$ cat config.mk
export PLATFORM = sky130hd
export DESIGN_NAME = fiapp_fault_observer
export DESIGN_NICKNAME = d
export VERILOG_FILES = /design/src/rtl/fiapp_fault_observer.sv
export SDC_FILE = /design/constraint.sdc
export NUM_CORES = 1
export LEC_CHECK = 0
export ABC_AREA = 1
export ABC_CLOCK_PERIOD_IN_PS = 6590
export CORE_MARGIN = 10
export CORE_UTILIZATION = 50
export DETAILED_ROUTE_END_ITERATION = 10
export MAX_ROUTING_LAYER = met4
export PLACE_DENSITY = 0.69
export REMOVE_ABC_BUFFERS = 1
export SLEW_MARGIN = 20
export SYNTH_ARGS = -nofsm -noshare
export SYNTH_HDL_FRONTEND = slang
export SYNTH_SLANG_ARGS = --single-unit
$ cat constraint.sdc
create_clock -name clk -period 6.59 [get_ports clk]
set_input_delay 0.659 -clock clk [delete_from_list [all_inputs] [get_ports clk]]
set_output_delay 0.659 -clock clk [all_outputs]
set_load 0.05 [all_outputs]
$ cat src/rtl/fiapp_fault_observer.sv
// fiapp_fault_observer
// ------------------------------------------------------------------
// Watches the three-flop enable/shift fault-injection app from the
// outside and flags cycles where its outputs disagree with what a
// fault-free block would produce.  Every faulty cycle is counted
// (saturating), the first one since reset/clear is snapshotted, and
// each one is queued as a {timestamp, type} event for a consumer.
//
// Check vector (type) bits:
//   [0] complement : o3 must be the inverse of o2
//   [1] shift      : o2 must equal o1 from the previous cycle
//   [2] golden     : o1 must equal the shadow copy of q1
//
// Ports:
//   clk, reset_n      clock, synchronous active-low reset
//   a, enable         stimulus seen by the observed block
//   o1, o2, o3        observed block outputs
//   clear             pulse: clears flags, count and first-fault snapshot
//   fault_flags       sticky OR of all check vectors
//   fault_count       saturating number of faulty cycles
//   first_ts/type     timestamp and check vector of the first fault
//   evt_valid/data    event FIFO head, {ts, type}
//   evt_ready         consumer pops head when evt_valid & evt_ready
//   evt_overflow      sticky: an event was dropped on a full FIFO
// ------------------------------------------------------------------
module fiapp_fault_observer #(
  parameter int CNT_W = 16,
  parameter int TS_W  = 24,
  parameter int DEPTH = 8
) (
  input  logic               clk,
  input  logic               reset_n,
  input  logic               a,
  input  logic               enable,
  input  logic               o1,
  input  logic               o2,
  input  logic               o3,
  input  logic               clear,
  output logic [2:0]         fault_flags,
  output logic [CNT_W-1:0]   fault_count,
  output logic [TS_W-1:0]    first_ts,
  output logic [2:0]         first_type,
  output logic               evt_valid,
  output logic [TS_W+2:0]    evt_data,
  input  logic               evt_ready,
  output logic               evt_overflow
);

  localparam int PTR_W = (DEPTH > 1) ? $clog2(DEPTH) : 1;
  localparam logic [PTR_W:0] FILL_ZERO = {(PTR_W+1){1'b0}};
  localparam logic [PTR_W:0] FILL_ONE  = (PTR_W+1)'(1);
  localparam logic [PTR_W:0] FILL_FULL = (PTR_W+1)'(DEPTH);

  typedef enum logic [1:0] {
    ST_WARMUP  = 2'd0,
    ST_MONITOR = 2'd1,
    ST_LATCHED = 2'd2
  } state_t;

  state_t              state_r;
  logic [TS_W-1:0]     ts_r;
  logic                shadow_q1_r;
  logic                prev_o1_r;

  logic [TS_W+2:0]     mem_r [DEPTH];
  logic [PTR_W-1:0]    rd_ptr_r;
  logic [PTR_W-1:0]    wr_ptr_r;
  logic [PTR_W:0]      fill_r;

  logic                check_en_s;
  logic [2:0]          type_s;
  logic                fault_s;
  logic                pop_s;
  logic                full_s;
  logic                accept_s;
  logic                drop_s;
  logic [PTR_W:0]      fill_next_s;
  logic [TS_W+2:0]     push_data_s;
  logic [TS_W+2:0]     head_next_s;

  // Per-cycle check vector; history-based checks are meaningless during warm-up.
  always_comb begin
    check_en_s = (state_r == ST_MONITOR) || (state_r == ST_LATCHED);
    if (check_en_s) begin
      type_s = {(o1 != shadow_q1_r), (o2 != prev_o1_r), (o3 == o2)};
    end else begin
      type_s = 3'b000;
    end
    fault_s     = |type_s;
    push_data_s = {ts_r, type_s};
  end

  // FIFO bookkeeping: a full FIFO still accepts a push when the head leaves the same cycle.
  always_comb begin
    pop_s    = (fill_r != FILL_ZERO) && evt_ready;
    full_s   = (fill_r == FILL_FULL);
    accept_s = fault_s && (!full_s || pop_s);
    drop_s   = fault_s && full_s && !pop_s;
    case ({accept_s, pop_s})
      2'b10:   fill_next_s = fill_r + FILL_ONE;
      2'b01:   fill_next_s = fill_r - FILL_ONE;
      default: fill_next_s = fill_r;
    endcase
    // Next head: the entry behind the current head, or the incoming event if the FIFO drains to it.
    if (pop_s) begin
      if (fill_r > FILL_ONE) begin
        head_next_s = mem_r[rd_ptr_r + PTR_W'(1)];
      end else if (accept_s) begin
        head_next_s = push_data_s;
      end else begin
        head_next_s = evt_data;
      end
    end else if ((fill_r == FILL_ZERO) && accept_s) begin
      head_next_s = push_data_s;
    end else begin
      head_next_s = evt_data;
    end
  end

  // Free-running timestamp and the golden shadow of the observed block's history.
  always_ff @(posedge clk) begin
    if (!reset_n) begin
      ts_r        <= {TS_W{1'b0}};
      shadow_q1_r <= 1'b0;
      prev_o1_r   <= 1'b0;
    end else begin
      ts_r        <= ts_r + TS_W'(1);
      shadow_q1_r <= enable ? a : shadow_q1_r;
      prev_o1_r   <= o1;
    end
  end

  // Monitoring FSM with the sticky flags, saturating count and first-fault snapshot.
  always_ff @(posedge clk) begin
    if (!reset_n) begin
      state_r     <= ST_WARMUP;
      fault_flags <= 3'b000;
      fault_count <= {CNT_W{1'b0}};
      first_ts    <= {TS_W{1'b0}};
      first_type  <= 3'b000;
    end else begin
      case (state_r)
        ST_WARMUP:  state_r <= ST_MONITOR;
        ST_MONITOR: state_r <= (!clear && fault_s) ? ST_LATCHED : ST_MONITOR;
        ST_LATCHED: state_r <= clear ? ST_MONITOR : ST_LATCHED;
        default:    state_r <= ST_WARMUP;
      endcase
      // clear wins over a same-cycle fault; that fault only reaches the FIFO.
      if (clear) begin
        fault_flags <= 3'b000;
        fault_count <= {CNT_W{1'b0}};
        first_ts    <= {TS_W{1'b0}};
        first_type  <= 3'b000;
      end else if (fault_s) begin
        fault_flags <= fault_flags | type_s;
        if (fault_count != {CNT_W{1'b1}}) begin
          fault_count <= fault_count + CNT_W'(1);
        end
        if (state_r == ST_MONITOR) begin
          first_ts   <= ts_r;
          first_type <= type_s;
        end
      end
    end
  end

  // Event FIFO storage, pointers and registered head/valid/overflow; untouched by clear.
  always_ff @(posedge clk) begin
    if (!reset_n) begin
      for (int i = 0; i < DEPTH; i++) begin
        mem_r[i] <= {(TS_W+3){1'b0}};
      end
      rd_ptr_r     <= {PTR_W{1'b0}};
      wr_ptr_r     <= {PTR_W{1'b0}};
      fill_r       <= FILL_ZERO;
      evt_valid    <= 1'b0;
      evt_data     <= {(TS_W+3){1'b0}};
      evt_overflow <= 1'b0;
    end else begin
      if (accept_s) begin
        mem_r[wr_ptr_r] <= push_data_s;
        wr_ptr_r        <= wr_ptr_r + PTR_W'(1);
      end
      if (pop_s) begin
        rd_ptr_r <= rd_ptr_r + PTR_W'(1);
      end
      fill_r    <= fill_next_s;
      evt_valid <= (fill_next_s != FILL_ZERO);
      evt_data  <= head_next_s;
      if (drop_s) begin
        evt_overflow <= 1'b1;
      end
    end
  end

endmodule

==> results of run 1 <==
placed cells by master (no fill, tap or decap), types with 2 or more instances in the layout:
cell             netlist  routed
nor2_1               520     518
nand2_1              224     218
edfxtp_1             216     216
o21ai_0              153     153
dfxtp_1              113     112
inv_1                 91      90
clkdlybuf4s50_1        0      82
nand3_1               78      78
a21oi_1               72      72
clkbuf_16              0      38
o211ai_1              28      28
clkinv_1              15      19
buf_4                  0      16
nand4_1               13      13
ha_1                  14      13
nor3_1                11      11
clkbuf_1              57      11
nand2_2                4      10
nand3_2                7       7
xnor2_1                8       7
xor2_1                 6       6
a211oi_1               5       5
clkbuf_8               0       4
or2_2                  3       3
inv_2                  2       3
inv_6                  0       3
bufinv_16              0       3
nor2_2                 0       2
logic make-up after synthesis:
| logic type | Yosys count | share of synthesized area, % |
|---|---|---|
| xor+xnor | 14 | 0.831 |
| buf+inv | 206 | 5.50 |
| compound gates | 261 | 9.47 |
| fa+ha+maj | 14 | 1.19 |
| flops | 329 | 59.3 |
| simple gates | 865 | 23.7 |
where the power goes:
| part | internal (uW) | total [uW] | switching (uW) | leakage, uW |
|---|---|---|---|---|
| Clock | 1220 | 2030 | 806 | 0.000576 |
| Combinational | 657 | 2340 | 1680 | 0.00250 |
| Sequential | 2380 | 2480 | 103 | 0.00316 |
| Total | 4260 | 6850 | 2590 | 0.00624 |
registers in the layout, indices dropped and copies added (netlist names), 2 cells and up:
signal and cells:
mem_r 216, evt_data 27, first_ts 24, ts_r 24, fault_count 16, fill_r 4, fault_flags 3, first_type 3
rd_ptr_r 3, wr_ptr_r 3, state_r 2
cell type report:
class | instances | area share (%)
Timing Repair Buffer | 99 | 5.57
Clock buffer | 53 | 6.16
Clock inverter | 11 | 0.803
Sequential cell | 329 | 51.5
Tap cell | 384 | 2.83
Inverter | 108 | 2.39
Multi-Input combinational cell | 1154 | 30.7
per-stage QoR:
stage | std cells | hold slack [ps] | total power [uW] | utilization (%)
4_1_cts | 2138 | 462 | 6860 | 58.7
5_1_grt | 2138 | 486 | 7210 | 58.7
3_5_place_dp | 2074 | 453 | 4840 | 54.6
2_1_floorplan | 1591 | 456 | 4050 | -
3_3_place_gp | 2074 | 448 | 4780 | 54.6
6_report | 2138 | 457 | 6850 | 58.7
routing by layer:
layer / track usage [%] / vias up
met2: 38.7 / 556
li1: - / 5651
met5: - / -
met4: 9.71 / 0
met3: 4.21 / 78
met1: 28.9 / 5693
worst max-delay path, delay by kind of cell, from the launching register on:
family / cells / cell delay (ps)
flops: 1 / 370
simple gates: 6 / 2450
buf+inv: 1 / 80
fa+ha+maj: 1 / 360
worst paths after layout:
check,to,slack (ps),depth (start not counted),startpoint
min reg2reg,fault_flags[0],460,2,fault_flags[0]
min,fault_flags[0],460,2,fault_flags[0]
max,mem_r[6][12],2940,8,state_r[0]
max reg2reg,mem_r[6][12],2940,8,state_r[0]
==> run metrics, run 1 <==
status=finished, final reports clean; DP HPWL=26.8 mm; Min-Delay Path Class=register to register; number of diodes=0; final hold vios=0; Yosys top cell area share=44.0%; via count=12000; Leak=0.00624 uW; gr usage total=23.8%; Synth warnings=0; pre-CTS WS=2200 ps; register bit count reported by yosys=329; worst skew pair latency=520 ps; Final Max Tran Viols=0; CP max FO=28; cts repair resizes=0; RSZ-0062 raised after global routing=false; Setup-failing EPs final=0; DR WL/cell=20.0 um; M1 WL=17.5 mm; ranking of synthesized cells by area=edfxtp_1, dfxtp_1, nor2_1, nand2_1, o21ai_0; TritonCTS clock tree=done; highest routed layer=met4; Core Area=28900 um2; CP Data Arrival Time=3790 ps; Layout Nets=1751; final instance area=17000 um2; Yosys cell types=31; setup_tns=0 ps; final setup margin=2940 ps; Avg Inst Size Synth=8.73 um2; die area=36800 um2; CP startpoint kind=register; area delta synth->final=15.2%; routed wire length on met3=3.44 mm; VDD IR max=0.297 mV; Initial DRT Pass Iterations=7; Post-Synthesis Cells=1689; DRC=0; Worst EP required=6730 ps; highest cell delay on the worst timing path=820 ps; Period minus WS final=3650 ps; post-synth top area cell=edfxtp_1; Reg clk slew, reported paths=60 ps; share of layout cells above drive strength 1=5.59%; worst clock skew=19.2 ps; setup bufs post-CTS=0; placed cell area=15800 um2; Tcrit/Tclk final=55.4%; Clock Path Buffers=3; Max-cap violations=0; first-pass GRT wire length=66.0 mm; # port buffers=83; fmax=274 MHz; met2 WL post-DR=20.3 mm; count leader, synth=nor2_1; Post-synth ARST share=0%; Root Buffer=clkbuf_16; Fillers=2481; Hold Buf Count CTS=0; Mapped Area=14800 um2; Post-DRT Antenna Nets=0; clk sinks=329; grt total ovfl=0; kind of critical path=register to register; number of H-tree levels=2; Routability Congestion=0.895; vias in the first global route=11800; final WL=42.8 mm; IO Count=84; crit end category=register; First DRT Iteration DRCs=1124; CP max-delay cell=nand2_2; register area=8750 um2; Main synth FF type=edfxtp_1; TritonCTS Buffers=36; Post-synth top cells=nor2_1, nand2_1, edfxtp_1; initial antenna violation count=0; Seq/Total Area, Yosys=59.3%; Die Width=192 um; largest net degree at the start of global routing=111; FP Rows=62; slew margin rel.=24.9%; Chip Height=192 um; vias per inst=5.60; Post-synth EDFFs=216; crit path cell chain=inv_1, ha_1, nand3_1, nand3_4, nand2_4, nor2_4, nand3_2, nand2_2; power density over cell area=403 nW/um2; area of the multi-input gates=5220 um2; Initial Util=51.0%; worst slew pin tran=1130 ps
Note: power is estimated with default switching activity, not from simulation.
==> inputs of run 2 (changes only) <==
ABC_CLOCK_PERIOD_IN_PS = 3400   (was 6590)
clock period = 3.4 ns   (was 6.59 ns; I/O delays follow)
==> run 2 against run 1 <==
Compared with the run above:
- non-clock buffer count is 21 higher
- combinational power is 97% higher
- die area stayed put
- hold slack worse by 26 ps
- global-route usage is 1.0 points lower
- sequential power is 92% higher
- clock power is 92% higher
- register-to-register slack worse by 2300 ps
- cell area is 1.0% higher
- wire length is 4.4% lower
- via count is 0.94% lower
==> run metrics, run 2 (same netlist as run 1, synthesis figures left out) <==
status=finished, final reports clean (unchanged); initial antenna violation count=0 (unchanged); final hold vios=0 (unchanged); GR Layer Usage met3=3.34% (was 4.21%); DRC=0 (unchanged); Logic pwr share=34.7% (was 34.2%); via count=11900 (was 12000); Core Area=28900 um2 (unchanged); worst reg2reg path depth=12 (was 8); worst skew pair latency=520 ps (about the same); CP startpoint kind=register (unchanged); # port buffers=83 (unchanged); FP Rows=62 (unchanged); Initial DRT Pass Iterations=5 (was 7); P_sw=4920 uW (was 2590 uW); IO Count=84 (unchanged); worst slew pin tran=811 ps (was 1130 ps); crit end category=register (unchanged); CP max FO=54 (was 28); Period minus WS final=2720 ps (was 3650 ps); Routability Congestion=0.945 (was 0.895); First DRT Iteration DRCs=1048 (was 1124); largest net degree at the start of global routing=59 (was 111); number of diodes=0 (unchanged); Worst EP required=3800 ps (was 6730 ps); cts repair resizes=0 (unchanged); biggest regs=mem_r: 216 flops, evt_data: 27 flops (unchanged); clk sinks=329 (unchanged); worst clock skew=16.1 ps (was 19.2 ps); final WL=41.0 mm (was 42.8 mm); area delta synth->final=16.4% (was 15.2%); TritonCTS clock tree=done (unchanged); Min-Delay Path Class=input port to register (was register to register); Root Buffer=clkbuf_16 (unchanged); Reg power frac=35.9% (was 36.2%); Hold Slack=431 ps (was 457 ps); DP HPWL=24.1 mm (was 26.8 mm); setup bufs post-CTS=0 (unchanged); slew margin rel.=45.9% (was 24.9%); DR WL/cell=19.0 um (was 20.0 um); Initial Util=51.0% (unchanged); number of H-tree levels=2 (unchanged); Layout Nets=1771 (was 1751); grt total ovfl=0 (unchanged); Post-DRT Antenna Nets=0 (unchanged); first-pass GRT wire length=64.3 mm (was 66.0 mm); Final Max Tran Viols=0 (unchanged); Global Route met2 Usage=36.7% (was 38.7%); Tcrit/Tclk final=80.1% (was 55.4%); die area=36800 um2 (unchanged); Chip Height=192 um (unchanged); final core occ=59.3% (was 58.7%); most frequent cells in the layout=nor2_1, nand2_1, edfxtp_1 (unchanged); GR Util met1=29.3% (was 28.9%); VDD IR max=0.641 mV (was 0.297 mV); share of layout cells above drive strength 1=6.37% (was 5.59%); CP Data Arrival Time=3130 ps (was 3790 ps); Leak=0.00634 uW (was 0.00624 uW); Max-cap violations=0 (unchanged); fmax=367 MHz (was 274 MHz); internal power=8340 uW (was 4260 uW); Die Width=192 um (unchanged); RSZ-0062 raised after global routing=false (unchanged); power density over cell area=772 nW/um2 (was 403 nW/um2); vias in the first global route=11600 (was 11800); Net Sw Frac=37.1% (was 37.8%); Reg clk slew, reported paths=60 ps (about the same); gr usage total=22.8% (was 23.8%); Hold Buf Count CTS=0 (unchanged); max reg flops=216 (unchanged); clock power share=29.4% (was 29.6%); Setup-failing EPs final=0 (unchanged); setup_tns=0 ps (unchanged); kind of critical path=register to register (unchanged); Hold Crit Depth=3 (was 2); Reg with most FFs=mem_r (unchanged); vias per inst=5.50 (was 5.60); commonest non-fill, non-tap cell in the layout=nor2_1 (unchanged); TritonCTS Buffers=35 (was 36); Clock Path Buffers=3 (unchanged); GR peak layer=met2 (unchanged)
run 2: changes by cell type in the layout (fill, tap and decap cells not counted), sizes merged:
| cell | change |
|---|---|
| buf | +21 |
| bufinv | +1 |
| clkbuf | -6 |
| clkinv | +6 |
| clkinvlp | +2 |
| inv | -4 |
run 2: final timing paths:
| check | startpoint | to | slack (ps) |
|---|---|---|---|
| hold reg to reg | fault_flags[0] | fault_flags[0] | 460 |
| setup reg to reg | state_r[1] | evt_data[14] | 680 |
| setup / recovery | state_r[1] | evt_data[14] | 680 |
| hold / removal | o1 | prev_o1_r | 430 |
run 2: metrics by stage:
stage | instances | power [uW] | setup slack, ps | cell area, um2
after floorplan | 1591 | 7850 | -1150 | 14300
after global placement | 2095 | 9320 | 707 | 16000
after detailed placement | 2095 | 9400 | 655 | 16000
after CTS | 2158 | 13300 | 687 | 17200
after global routing | 2158 | 14000 | 442 | 17200
final | 2158 | 13300 | 676 | 17200
run 2: layer usage:
layer	vias up	share of wire, %
met4	0	2.4
met2	502	47
met1	5582	43
met5	-	0
li1	5697	-
met3	85	8.2
run 2: layout make-up:
class | count | area (um2)
Timing Repair Buffer | 120 | 1140
Fill cell | 2447 | 11800
Inverter | 108 | 405
Sequential cell | 329 | 8750
Multi-Input combinational cell | 1154 | 5210
Clock inverter | 16 | 176
Tap cell | 384 | 480
Clock buffer | 47 | 1000
run 2: worst max-delay path: stages, from the launching register on:
cell     delay, ps
dfxtp_1        410
inv_1           90
ha_1           340
nand3_2        230
nand3_4        140
nand2_4        160
ha_1           250
nand2_1         90
nand3_2         70
buf_4          530
nand2_1        120
nand2_1        100
nor2_1          50
run 2: power by group through the flow:
| stage | clock network (uW) | registers [uW] | logic [uW] |
|---|---|---|---|
| global placement | 0 | 4830 | 4500 |
| global route | 4120 | 4790 | 5120 |
| floorplan | 0 | 5320 | 2540 |
| finish | 3900 | 4750 | 4600 |
| CTS | 3950 | 4750 | 4590 |
| detailed placement | 0 | 4840 | 4570 |
